### src/rtl/sram_ctrl_pkg.sv
// Shared types and constants for the Wishbone-to-async-SRAM controller.
package sram_ctrl_pkg;

   localparam int WAIT_W = 4;

   typedef enum logic [2:0] {
      IDLE,
      RD,
      WSETUP,
      WPULSE,
      WHOLD
   } state_e;

   // Parameter sanity: whole byte lanes, wait counts fit the wait counter.
   function automatic bit cfg_ok(input int dw, input int rd_wait, input int wr_wait);
      return (dw > 0) && (dw % 8 == 0) &&
             (rd_wait >= 0) && (rd_wait < 2**WAIT_W) &&
             (wr_wait >= 0) && (wr_wait < 2**WAIT_W);
   endfunction

endpackage

### src/rtl/sram_ctrl.sv
// Wishbone B4 pipelined slave driving an asynchronous SRAM with fully
// registered strobes, programmable wait states and abort on CYC_I negation.
module sram_ctrl
   import sram_ctrl_pkg::*;
#(
   parameter int DW      = 16,
   parameter int AW      = 19,
   parameter int RD_WAIT = 1,
   parameter int WR_WAIT = 1
) (
   input  logic              clk_i,
   input  logic              reset_i,
   input  logic              cyc_i,
   input  logic              stb_i,
   input  logic              we_i,
   input  logic [DW/8-1:0]   sel_i,
   input  logic [AW-1:0]     adr_i,
   input  logic [DW-1:0]     dat_i,
   output logic              ack_o,
   output logic [DW-1:0]     dat_o,
   output logic              stall_o,
   output logic              _sram_ce,
   output logic              _sram_we,
   output logic              _sram_oe,
   output logic [DW/8-1:0]   _sram_bs,
   output logic [AW-1:0]     sram_a,
   output logic [DW-1:0]     sram_d_out,
   output logic              sram_d_oe,
   input  logic [DW-1:0]     sram_d_in
);

   localparam int NB = DW / 8;

   if (!cfg_ok(DW, RD_WAIT, WR_WAIT)) begin : g_cfg_err
      $error("sram_ctrl: DW must be a multiple of 8 and wait states 0..15");
   end

   state_e            state_q, state_n;
   logic [WAIT_W-1:0] cnt_q, cnt_n;
   logic              live_q, live_n;
   logic              done_q, done_n;
   logic              accept;
   logic              cap_rd;

   // live tracks whether the master kept CYC_I up for the whole transfer.
   always_comb begin
      state_n = state_q;
      cnt_n   = cnt_q;
      live_n  = live_q;
      done_n  = 1'b0;
      accept  = 1'b0;
      cap_rd  = 1'b0;
      if (state_q != IDLE && !cyc_i) live_n = 1'b0;
      unique case (state_q)
         IDLE: begin
            if (cyc_i && stb_i) begin
               accept = 1'b1;
               live_n = 1'b1;
               if (we_i) begin
                  state_n = WSETUP;
               end else begin
                  state_n = RD;
                  cnt_n   = WAIT_W'(RD_WAIT);
               end
            end
         end
         RD: begin
            if (cnt_q == '0) begin
               state_n = IDLE;
               cap_rd  = 1'b1;
               done_n  = live_n;
            end else begin
               cnt_n = cnt_q - WAIT_W'(1);
            end
         end
         WSETUP: begin
            state_n = WPULSE;
            cnt_n   = WAIT_W'(WR_WAIT);
         end
         WPULSE: begin
            if (cnt_q == '0) state_n = WHOLD;
            else             cnt_n   = cnt_q - WAIT_W'(1);
         end
         WHOLD: begin
            state_n = IDLE;
            done_n  = live_n;
         end
         default: state_n = IDLE;
      endcase
   end

   always_ff @(posedge clk_i or negedge reset_i) begin
      if (!reset_i) begin
         state_q <= IDLE;
         cnt_q   <= '0;
         live_q  <= 1'b0;
         done_q  <= 1'b0;
      end else begin
         state_q <= state_n;
         cnt_q   <= cnt_n;
         live_q  <= live_n;
         done_q  <= done_n;
      end
   end

   // Strobes are decoded from the next state so every pad-facing signal is a flop.
   always_ff @(posedge clk_i or negedge reset_i) begin
      if (!reset_i) begin
         _sram_ce   <= 1'b1;
         _sram_oe   <= 1'b1;
         _sram_we   <= 1'b1;
         sram_d_oe  <= 1'b0;
         stall_o    <= 1'b0;
         _sram_bs   <= {NB{1'b1}};
         sram_a     <= '0;
         sram_d_out <= '0;
         dat_o      <= '0;
      end else begin
         _sram_ce  <= (state_n == IDLE);
         _sram_oe  <= (state_n != RD);
         _sram_we  <= (state_n != WPULSE);
         sram_d_oe <= (state_n == WSETUP) || (state_n == WPULSE) || (state_n == WHOLD);
         stall_o   <= (state_n != IDLE);
         if (accept) begin
            _sram_bs   <= ~sel_i;
            sram_a     <= adr_i;
            sram_d_out <= dat_i;
         end
         if (cap_rd) dat_o <= sram_d_in;
      end
   end

   assign ack_o = done_q & cyc_i;

endmodule

### config.mk
export PLATFORM = sky130hd
export DESIGN_NAME = sram_ctrl
export DESIGN_NICKNAME = d
export VERILOG_FILES = /design/src/rtl/sram_ctrl_pkg.sv /design/src/rtl/sram_ctrl.sv
export SDC_FILE = /design/constraint.sdc
export NUM_CORES = 1
export LEC_CHECK = 0
export ABC_AREA = 0
export ABC_CLOCK_PERIOD_IN_PS = 5500
export CAP_MARGIN = 15
export CORE_MARGIN = 2
export CORE_UTILIZATION = 45
export DETAILED_ROUTE_END_ITERATION = 8
export PLACE_DENSITY = 0.86
export SYNTH_ARGS = -nofsm -noshare
export SYNTH_HDL_FRONTEND = slang
export SYNTH_SLANG_ARGS = --single-unit
### constraint.sdc
create_clock -name clk_i -period 5.5 [get_ports clk_i]
set_clock_uncertainty 0.1 [all_clocks]
set_input_delay 1.1 -clock clk_i [delete_from_list [all_inputs] [get_ports clk_i]]
set_output_delay 1.1 -clock clk_i [all_outputs]
set_load 0.05 [all_outputs]
After elaboration in Yosys (flattened, before gate mapping)
Cells that the tools add are included.

Register bits: 67. Bits of input ports: 58. Output and inout port bits: 59. Logic and storage cells: 59.

Reduce and logical (&&, ||, !) cells: 13. $add $sub $neg: 1. Equality and inequality tests: 12. Bitwise operators: 2. Muxes and demuxes: 18.

Operators with widths (number): $eq A3 B2 Y1 const B (4); $mux W4 (3); $pmux W3 S4 (1); $pmux W4 S3 (1); $mux W3 (3); $reduce_bool A3 Y1 (3); $mux W1 (8); $eq A3 B3 Y1 const B (2); $logic_not A3 Y1 (2); $ne A2 B2 Y1 const B (3); $logic_not A4 Y1 (1); $reduce_and A4 Y1 (1); $sub A4 B1 Y4 const B (1); $eq A3 B1 Y1 const B (1); $ne A3 B1 Y1 const B (1); $ne A3 B2 Y1 const B (1); $logic_and A1 B1 Y1 (2); $logic_or A1 B1 Y1 (2); $mux W2 (1); $not A2 Y2 (1); $pmux W1 S2 (1); $reduce_or A2 Y1 (1); $and A1 B1 Y1 (1); $logic_not A1 Y1 (1).

Logic depth before layout (Yosys ltp)
Gate-level depths: netlist (run 1).

Word-level depth: 6. Gate-level depth with buffers: 6. Mapped depth without buffers: 5.

Worst setup path before layout (run 1)
Ideal clock, no wire load.

Path type: input port to output port. Start point: in cyc_i. End point: out ack_o. Path buffers: 0. Slack: 2.793 ns. Stages on the path: 1. Data required time: 4.300 ns. Arrival time: 1.507 ns. Path through: and2_1.

Cells in the longest elaborated chain, start to end: 1.

Ends and longest elaborated chain: start, declared (line sram_ctrl.sv:13) `input logic cyc_i,`; $and A1 B1 Y1 (line sram_ctrl.sv:133) `assign ack_o = done_q & cyc_i;`; end, declared (line sram_ctrl.sv:19) `output logic ack_o,`.

Every way passes these cells.

Final worst setup path (run 1)
Same ends and word-level chain as after synthesis.

==> flow_metrics.tcl, run 1 <==
set metrics [dict create \
    crit_top_cell "clkdlybuf4s50_1" \
    r2r_cells 5 \
    min_to "_sram_bs[0]" \
    setup_tns_ps 0 \
    placedCellCount 354 \
    gr-total-overflow 0 \
    antenna_found_initial 0 \
    dieArea_um2 6770 \
    via_count 1821 \
    slowest_stage "clkdlybuf4s50_1" \
    cts_num_sinks 67 \
    worst_pin_slew_ps 817 \
    syn_to_final_growth_pct 52.3 \
    synth-async-reset-ratio_pct 100 \
    yosys_warnings 0 \
    hold_start "_sram_bs[0]" \
    drc 0 \
    ctsLongestPathBuffers 2 \
    place_ws_ps 1660 \
    pin_count 117 \
    crit_buf_inv 2 \
    critPathMaxStageDelay_ps 800 \
    reg2reg_to "dat_o[12]" \
    crit_path_end_kind "primary output" \
    ys_ff_latch 67 \
    status "finished, final reports clean" \
    syn_area_um2 2760 \
    crit_chain "clkdlybuf4s50_1 > and2_1 > clkdlybuf4s50_1" \
    n_fill_cell 419 \
    final_max_slew_viol_count 0 \
    synth.top_cell.area_share_pct 56.2 \
    nets 349 \
    r2r_slack_ps 3560 \
    htree_levels 3 \
    post-synth-top-area-cell "dfrtp_1" \
    maxSlewHeadroom_pct 45.5 \
    cts_buffers 9 \
    yosysSeqAreaShare_pct 61.0 \
    cp_top_family "buffers and inverters" \
    fin_ws_ps 1660 \
    min_period_ps 3840 \
    ctsResizeCount 0 \
    crit_fanout 6 \
    die_h_um 82.3 \
    wl_um 5770 \
    grt_pass1_wl_um 8850 \
    hold_violations 0 \
    hold_path.class "flip-flop to flip-flop" \
    clock_latency_ps 330 \
    netlist_instances 168 \
    cts-root-buf "clkbuf_8" \
    port_buffers 116 \
    regToRegStartpoint "cnt_q[0]" \
    synthTopCellsByArea "dfrtp_1 (56%), mux2_4 (14%), mux2_1 (7.8%)" \
    fp-row-count 28 \
    crit_type "primary input to primary output" \
    ys_top_cells_by_count "dfrtp_1 (62), mux2_4 (26), mux2_1 (19)" \
    syn-num-nets 227 \
    period_share_pct 69.9 \
    dr.pass1.iters 4 \
    synth-edff-count 0 \
    drv_cap 0 \
    final_core_util_pct 71.0 \
    fin_cells 370 \
    cts_setup_buffers 0 \
    grt_pass1_vias 1888 \
    crit_arrival_ps 2640 \
    initial_core_util_pct 46.6 \
    finalSetupViolCount 0 \
    routed_via_density 4.92 \
    syn_area_per_cell_um2 16.4 \
    first_iter_violations 54 \
    yosysMostFrequentCell "dfrtp_1" \
    yosys_most_used_dff "dfrtp_1" \
    hpwl_um 4160 \
    die_x_um 82.3 \
    ant_nets 0 \
    cp-start-kind "primary input" \
    cts-hold-fix-buffers 0 \
    diodes 0 \
    place.gp.congestion 0.753 \
    whs_path_depth 2 \
    grt_start_max_net_pins 68 \
    cellPowerDensity_nw_per_um2 739 \
    rsz0062_at_grt "no" \
    core_um2 5920 \
    fmax_mhz 260 \
    drive_above_1_share_pct 20.7 \
    synth.distinct_cells 36 \
    p_leak_nw 1.89 \
    cp.required_ps 4300 \
    cts_tree "yes" \
    grt_usage_pct 17.6 \
    cts.clk_slew.worst_paths_ps 70 \
    wl_per_cell_um 15.6 \
    irDropWorstVdd_uv 445 \
]
==> power by group <==
group	switching, W	internal, W	leakage (nW)
combinational	0.00104	0.000688	0.975
sequential	0.000143	0.000743	0.795
clock	0.000178	0.000312	0.123
==> layout by cell type, fill, tap and decap left out, types with 2 or more instances in the layout <==
cell type,instances
inv_1,4
clkdlybuf4s50_1,115
mux2i_1,2
mux2_2,7
a21oi_1,3
clkbuf_8,10
dfrtp_1,62
and2_1,3
mux2_1,19
nand2_1,4
dfstp_2,5
mux2_4,26
nand3b_1,3
clkinv_2,2
nand4b_1,2
buf_4,2
bufinv_16,3
==> sequential cells by signal (all words and copies together), names as in the netlist <==
register and flops:
cnt_q 4, live_q 1, _sram_we 1, sram_d_oe 1
dat_o 16, _sram_bs 2, _sram_oe 1, state_q 3
_sram_ce 1, done_q 1, sram_d_out 16, sram_a 19
stall_o 1
==> layer usage <==
| metal | track usage (%) | part of all wire (%) | vias up |
|---|---|---|---|
| met2 | 28.1 | 47 | 88 |
| met1 | 21.2 | 41 | 885 |
| met4 | 8.50 | 1.7 | 0 |
| met3 | 6.30 | 10 | 8 |
| met5 | 0 | 0 | - |
| li1 | - | - | 840 |
==> worst register-to-register path: stages, from the launching register on <==
cell,delay (ps)
dfrtp_1,400
inv_1,70
ha_1,200
nor3b_4,360
nand3b_4,310
mux2_4,390
==> logic make-up after synthesis <==
| family | Yosys count | share of synthesized area, % |
|---|---|---|
| buf+inv | 12 | 2.95 |
| flops | 67 | 61.0 |
| mux | 54 | 25.5 |
| simple gates | 23 | 6.71 |
| fa+ha+maj | 1 | 0.453 |
| compound gates | 11 | 3.40 |
==> through the flow <==
stage	hold WS (ps)	cell area (um^2)	power, W
global route	403	4200	0.00325
detailed placement	359	3960	0.00264
floorplan	364	2760	0.00208
global placement	356	3960	0.00260
CTS	371	4200	0.00314
finish	370	4200	0.00311
==> area by class of cell <==
type	instances	area, um^2	area share (%)
clock buffer	11	141	3.36
inverter	5	18.8	0.447
timing repair buffer	118	1170	27.9
clock inverter	5	100	2.38
multi-input combinational	89	995	23.7
sequential	67	1680	40.0
tap	75	93.8	2.23
==> how the worst max path moves through the flow <==
| stage | startpoint | endpoint | slack, ps | cells after the start |
|---|---|---|---|---|
| final | cyc_i | ack_o | 1660 | 3 |
| after global routing | cyc_i | ack_o | 1610 | 3 |
| after CTS | cyc_i | ack_o | 1650 | 3 |
| after detailed placement | cyc_i | ack_o | 1660 | 3 |
| after global placement | cyc_i | ack_o | 1700 | 3 |
| after floorplan | cyc_i | ack_o | 2790 | 1 |
Power figures use the tool's default switching activity.
==> run 2: changes to the inputs <==
ABC_CLOCK_PERIOD_IN_PS = 3100   (was 5500)
CORE_UTILIZATION = 38   (was 45)
PLACE_DENSITY = 0.78   (was 0.86)
clock period = 3.1 ns   (was 5.5 ns; I/O delays follow)
==> run 2 against run 1 <==
Effect of this change: critical path depth shrank 2; sequential power grew 77%; count of clock-buffer cells in the layout rose by 2; cell area shrank 0.36%; non-clock buffer count up 1; via count down 0.82%; first-iteration DRC count is 31% lower; highest routed layer unchanged.
==> flow_metrics.tcl, run 2 (same netlist as run 1, synthesis figures left out) <==
set metrics [dict create \
    pin_count 117 \
    power_switching_w 0.00239 \
    cp.required_ps 2380 \
    cts_tree "yes" \
    placed_cell_area_um2 4010 \
    worst_pin_slew_ps 543 \
    reg_top3 "sram_a (19), dat_o (16), sram_d_out (16)" \
    rsz0062_at_grt "no" \
    min_period_ps 2380 \
    nets 350 \
    drc 0 \
    internal_power_w 0.00289 \
    cts_buffers 9 \
    place_ws_ps 734 \
    diodes 0 \
    finalPower_w 0.00528 \
    fp-row-count 31 \
    use_met1_pct 19.1 \
    hold_path.class "primary input to async pin" \
    netSwitchingFraction_pct 45.2 \
    die_h_um 89.2 \
    via_count 1806 \
    maxSlewHeadroom_pct 63.7 \
    wl_um 5620 \
    wl_per_cell_um 14.3 \
    regToRegStartpoint "cnt_q[1]" \
    top_usage_layer "met2" \
    gr-total-overflow 0 \
    reg2reg_to "dat_o[6]" \
    p_seq_share_pct 29.8 \
    cts_setup_buffers 0 \
    die_x_um 89.2 \
    n_fill_cell 607 \
    placedCellCount 379 \
    critPathMaxStageDelay_ps 810 \
    antenna_found_initial 0 \
    cellPowerDensity_nw_per_um2 1260 \
    ctsLongestPathBuffers 2 \
    cts.clk_slew.worst_paths_ps 70 \
    crit_path_end_kind "primary output" \
    final_area_um2 4190 \
    r2r_slack_ps 1190 \
    cp-start-kind "flip-flop" \
    p_clk_share_pct 12.1 \
    place.gp.congestion 0.752 \
    crit_buf_inv 1 \
    clock_latency_ps 330 \
    ctsResizeCount 0 \
    setup_tns_ps 0 \
    use_met2_pct 22.8 \
    fin_cells 394 \
    hpwl_um 4160 \
    grt_pass1_wl_um 9000 \
    cts-root-buf "clkbuf_8" \
    grt_start_max_net_pins 39 \
    first_iter_violations 37 \
    r2r_cells 5 \
    fmax_mhz 420 \
    grt_usage_pct 14.9 \
    grtUsageMet3_pct 7.39 \
    cp_top_family "buffers and inverters" \
    cts_num_sinks 67 \
    p_leak_nw 1.88 \
    htree_levels 3 \
    period_share_pct 76.8 \
    routed_via_density 4.58 \
    cts-hold-fix-buffers 0 \
    port_buffers 116 \
    final_cell_mix "clkdlybuf4s50_1 (114), dfrtp_1 (62), mux2_4 (26)" \
    crit_arrival_ps 1660 \
    dr.pass1.iters 4 \
    ant_nets 0 \
    finalSetupViolCount 0 \
    grt_pass1_vias 1933 \
    drv_cap 0 \
    hold_violations 0 \
    largest_reg_flops 19 \
    top_register "sram_a" \
    crit_type "flip-flop to primary output" \
    core_um2 7140 \
    crit_chain "clkdlybuf4s50_1" \
    drive_above_1_share_pct 21.0 \
    final_max_slew_viol_count 0 \
    initial_core_util_pct 38.7 \
    status "finished, final reports clean" \
    dieArea_um2 7960 \
    combPwrFrac_pct 58.0 \
    syn_to_final_growth_pct 51.8 \
    final_common_cell "clkdlybuf4s50_1" \
    crit_fanout 2 \
    slowest_stage "clkdlybuf4s50_1" \
    irDropWorstVdd_uv 635 \
    fin_ws_ps 721 \
]
## run 2: worst max path at each step
stage	from	end	slack, ps	cells after the start
5_1_grt	_sram_we	_sram_we	670	1
2_1_floorplan	cnt_q[0]	dat_o[10]	1350	6
3_5_place_dp	cyc_i	cnt_q[0]	730	4
6_report	_sram_bs[1]	_sram_bs[1]	720	1
4_1_cts	_sram_bs[1]	_sram_bs[1]	690	1
3_3_place_gp	cyc_i	cnt_q[0]	810	4
## run 2: area by class of cell
class,count,area (um^2),area share [%]
flip-flops and latches,67,1680,40.2
repair buffers,119,1190,28.4
multi-input cells,89,995,23.8
clock buffers,13,169,4.03
well taps,99,124,2.96
inverters,5,18.8,0.448
clock inverters,2,10.0,0.239
## run 2: stage by stage
stage | util (%) | hold slack (ps)
detailed placement | 56.2 | 370
global route | 58.7 | 181
finish | 58.7 | 154
floorplan | - | 224
global placement | 56.2 | 356
CTS | 58.7 | 157
## run 2: layer usage
metal  share of wire, %  wire [um]
met1                 43       2430
met3                 10        584
met2                 46       2600
met5                  0          0
met4               0.14          8
## run 2: power by group through the flow
stage	Sequential (W)	Clock, W	Combinational [W]
final	0.00157	0.000641	0.00306
after global routing	0.00163	0.000716	0.00322
after CTS	0.00158	0.000671	0.00309
after detailed placement	0.00159	0	0.00308
after global placement	0.00157	0	0.00306
after floorplan	0.00289	0	0.000794
==> run 3: changes to the inputs <==
ABC_CLOCK_PERIOD_IN_PS = 1950   (was 3100)
clock period = 1.95 ns   (was 3.1 ns; I/O delays follow)
==> run 3 against run 2 <==
Effect of this change: routed wire length rose by 3.5%; non-clock buffer count up 7; core utilization rose by 0.21 points; clock power is 110% higher; critical path type is now flip-flop to flip-flop; sequential share of layout area decreased by 0.14 points; critical endpoint is now cnt_q[0]; cell area rose by 0.36%; largest cell class unchanged; hold slack gained 220 ps; first-iteration DRC count grew 14%.
==> flow_metrics.tcl, run 3 (same netlist as run 1, synthesis figures left out) <==
set metrics [dict create \
    status "finished, final reports clean" \
    final_max_slew_viol_count 0 \
    holdWs_ps 374 \
    dr.pass1.iters 4 \
    ctsLongestPathBuffers 2 \
    cts_tree "yes" \
    critPathCapture "cnt_q[0]" \
    place.gp.congestion 0.773 \
    ant_nets 0 \
    hold_start "_sram_bs[0]" \
    routed_via_density 4.66 \
    final_area_um2 4200 \
    grt_pass1_wl_um 9000 \
    crit_fanout 4 \
    r2r_cells 6 \
    cp.required_ps 2070 \
    die_h_um 89.2 \
    p_clk_share_pct 15.4 \
    p_leak_nw 2.00 \
    p_seq_share_pct 29.2 \
    hold_violations 0 \
    fp-row-count 31 \
    crit_type "flip-flop to flip-flop" \
    cts-root-buf "clkbuf_8" \
    top_register "sram_a" \
    setup_tns_ps 0 \
    initial_core_util_pct 38.7 \
    port_buffers 116 \
    netSwitchingFraction_pct 45.3 \
    dieArea_um2 7960 \
    crit_arrival_ps 1980 \
    rsz0062_at_grt "no" \
    wl_um 5820 \
    htree_levels 3 \
    crit_path_end_kind "flip-flop" \
    wl_per_cell_um 14.5 \
    via_count 1873 \
    period_share_pct 95.3 \
    place_ws_ps 19.1 \
    pin_count 117 \
    grt_start_max_net_pins 39 \
    reg_top3 "sram_a (19), dat_o (16), sram_d_out (16)" \
    nets 357 \
    cts_num_sinks 67 \
    worst_pin_slew_ps 549 \
    syn_to_final_growth_pct 52.3 \
    crit_start "cnt_q[0]" \
    drc 0 \
    cellPowerDensity_nw_per_um2 2050 \
    final_common_cell "buf_4" \
    hold_path.class "flip-flop to flip-flop" \
    min_period_ps 1860 \
    n_fill_cell 615 \
    drv_cap 0 \
    cts_buffers 9 \
    r2r_slack_ps 90 \
    cts.clk_slew.worst_paths_ps 70 \
    largest_reg_flops 19 \
    diodes 0 \
    internal_power_w 0.00471 \
    finalSetupViolCount 0 \
    core_um2 7140 \
    cts_setup_buffers 0 \
    maxSlewHeadroom_pct 63.4 \
    irDropWorstVdd_uv 1220 \
    die_x_um 89.2 \
    fmax_mhz 538 \
    grt_pass1_vias 1891 \
    cp-start-kind "flip-flop" \
    antenna_found_initial 0 \
    final_cell_mix "buf_4 (64), dfrtp_1 (62), clkdlybuf4s50_1 (56)" \
    clock_latency_ps 330 \
    hpwl_um 4220 \
    gr-total-overflow 0 \
    first_iter_violations 42 \
    placed_cell_area_um2 3950 \
    grt_usage_pct 15.0 \
    combPwrFrac_pct 55.4 \
    reg2reg_to "cnt_q[0]" \
    fin_ws_ps 91.2 \
    drive_above_1_share_pct 42.2 \
    regToRegStartpoint "cnt_q[0]" \
    power_switching_w 0.00389 \
]
## run 3: cell count changes in the layout (fill, tap and decap cells not counted), moves of 2 or more
cell and delta:
buf_12 +3, bufinv_16 +2, clkdlybuf4s50_1 -58, clkinv_2 -2, clkinvlp_4 +2, buf_4 +61
## run 3: layer usage
metal / up-vias / GRT usage [%] / routed length (um)
met1: 924 / 18.1 / 2460
met5: - / 0 / 0
li1: 858 / - / -
met3: 8 / 4.52 / 536
met2: 83 / 24.7 / 2750
met4: 0 / 6.92 / 74
## run 3: stage by stage
| step | total power (W) | cells | utilization [%] |
|---|---|---|---|
| finish | 0.00860 | 402 | 58.9 |
| global route | 0.00902 | 402 | 58.9 |
| CTS | 0.00868 | 402 | 58.7 |
| detailed placement | 0.00730 | 385 | 55.3 |
| global placement | 0.00724 | 385 | 55.3 |
| floorplan | 0.00586 | 168 | - |
## run 3: area by class of cell
cell class	count	area [um^2]	share of cell area, %
sequential	67	1680	40.0
multi-input combinational	89	1010	23.9
inverter	5	18.8	0.447
timing repair buffer	126	1140	27.0
tap	99	124	2.95
clock buffer	11	151	3.60
clock inverter	5	83.8	1.99
## run 3: repair_timing
item / in CTS / in global routing
resized for setup: 0 / 1
hold endpoints to repair: 19 / 0
hold buffers: 1 / 0
setup endpoints to repair: 0 / 1
## run 3: power by group through the flow
stage / Sequential (W) / Clock (W) / Combinational (W)
after global placement: 0.00251 / 0 / 0.00473
after detailed placement: 0.00253 / 0 / 0.00478
after CTS: 0.00251 / 0.00138 / 0.00479
after floorplan: 0.00460 / 0 / 0.00126
after global routing: 0.00259 / 0.00143 / 0.00500
final: 0.00251 / 0.00133 / 0.00476
## run 3: worst min path at each step
stage / to / cells past startpoint / slack [ps]
after CTS: _sram_bs[0] / 2 / 380
after detailed placement: dat_o[5] / 1 / 300
after global routing: _sram_bs[1] / 2 / 400
after floorplan: cnt_q[0] / 0 / -6
final: _sram_bs[0] / 2 / 370
after global placement: dat_o[5] / 1 / 300
## run 3: critical path: stages (launching register included)
cell and delay, ps:
dfrtp_1 390, inv_1 60, ha_1 230, nor3b_4 180
buf_4 160, a221oi_4 290, mux2_1 340
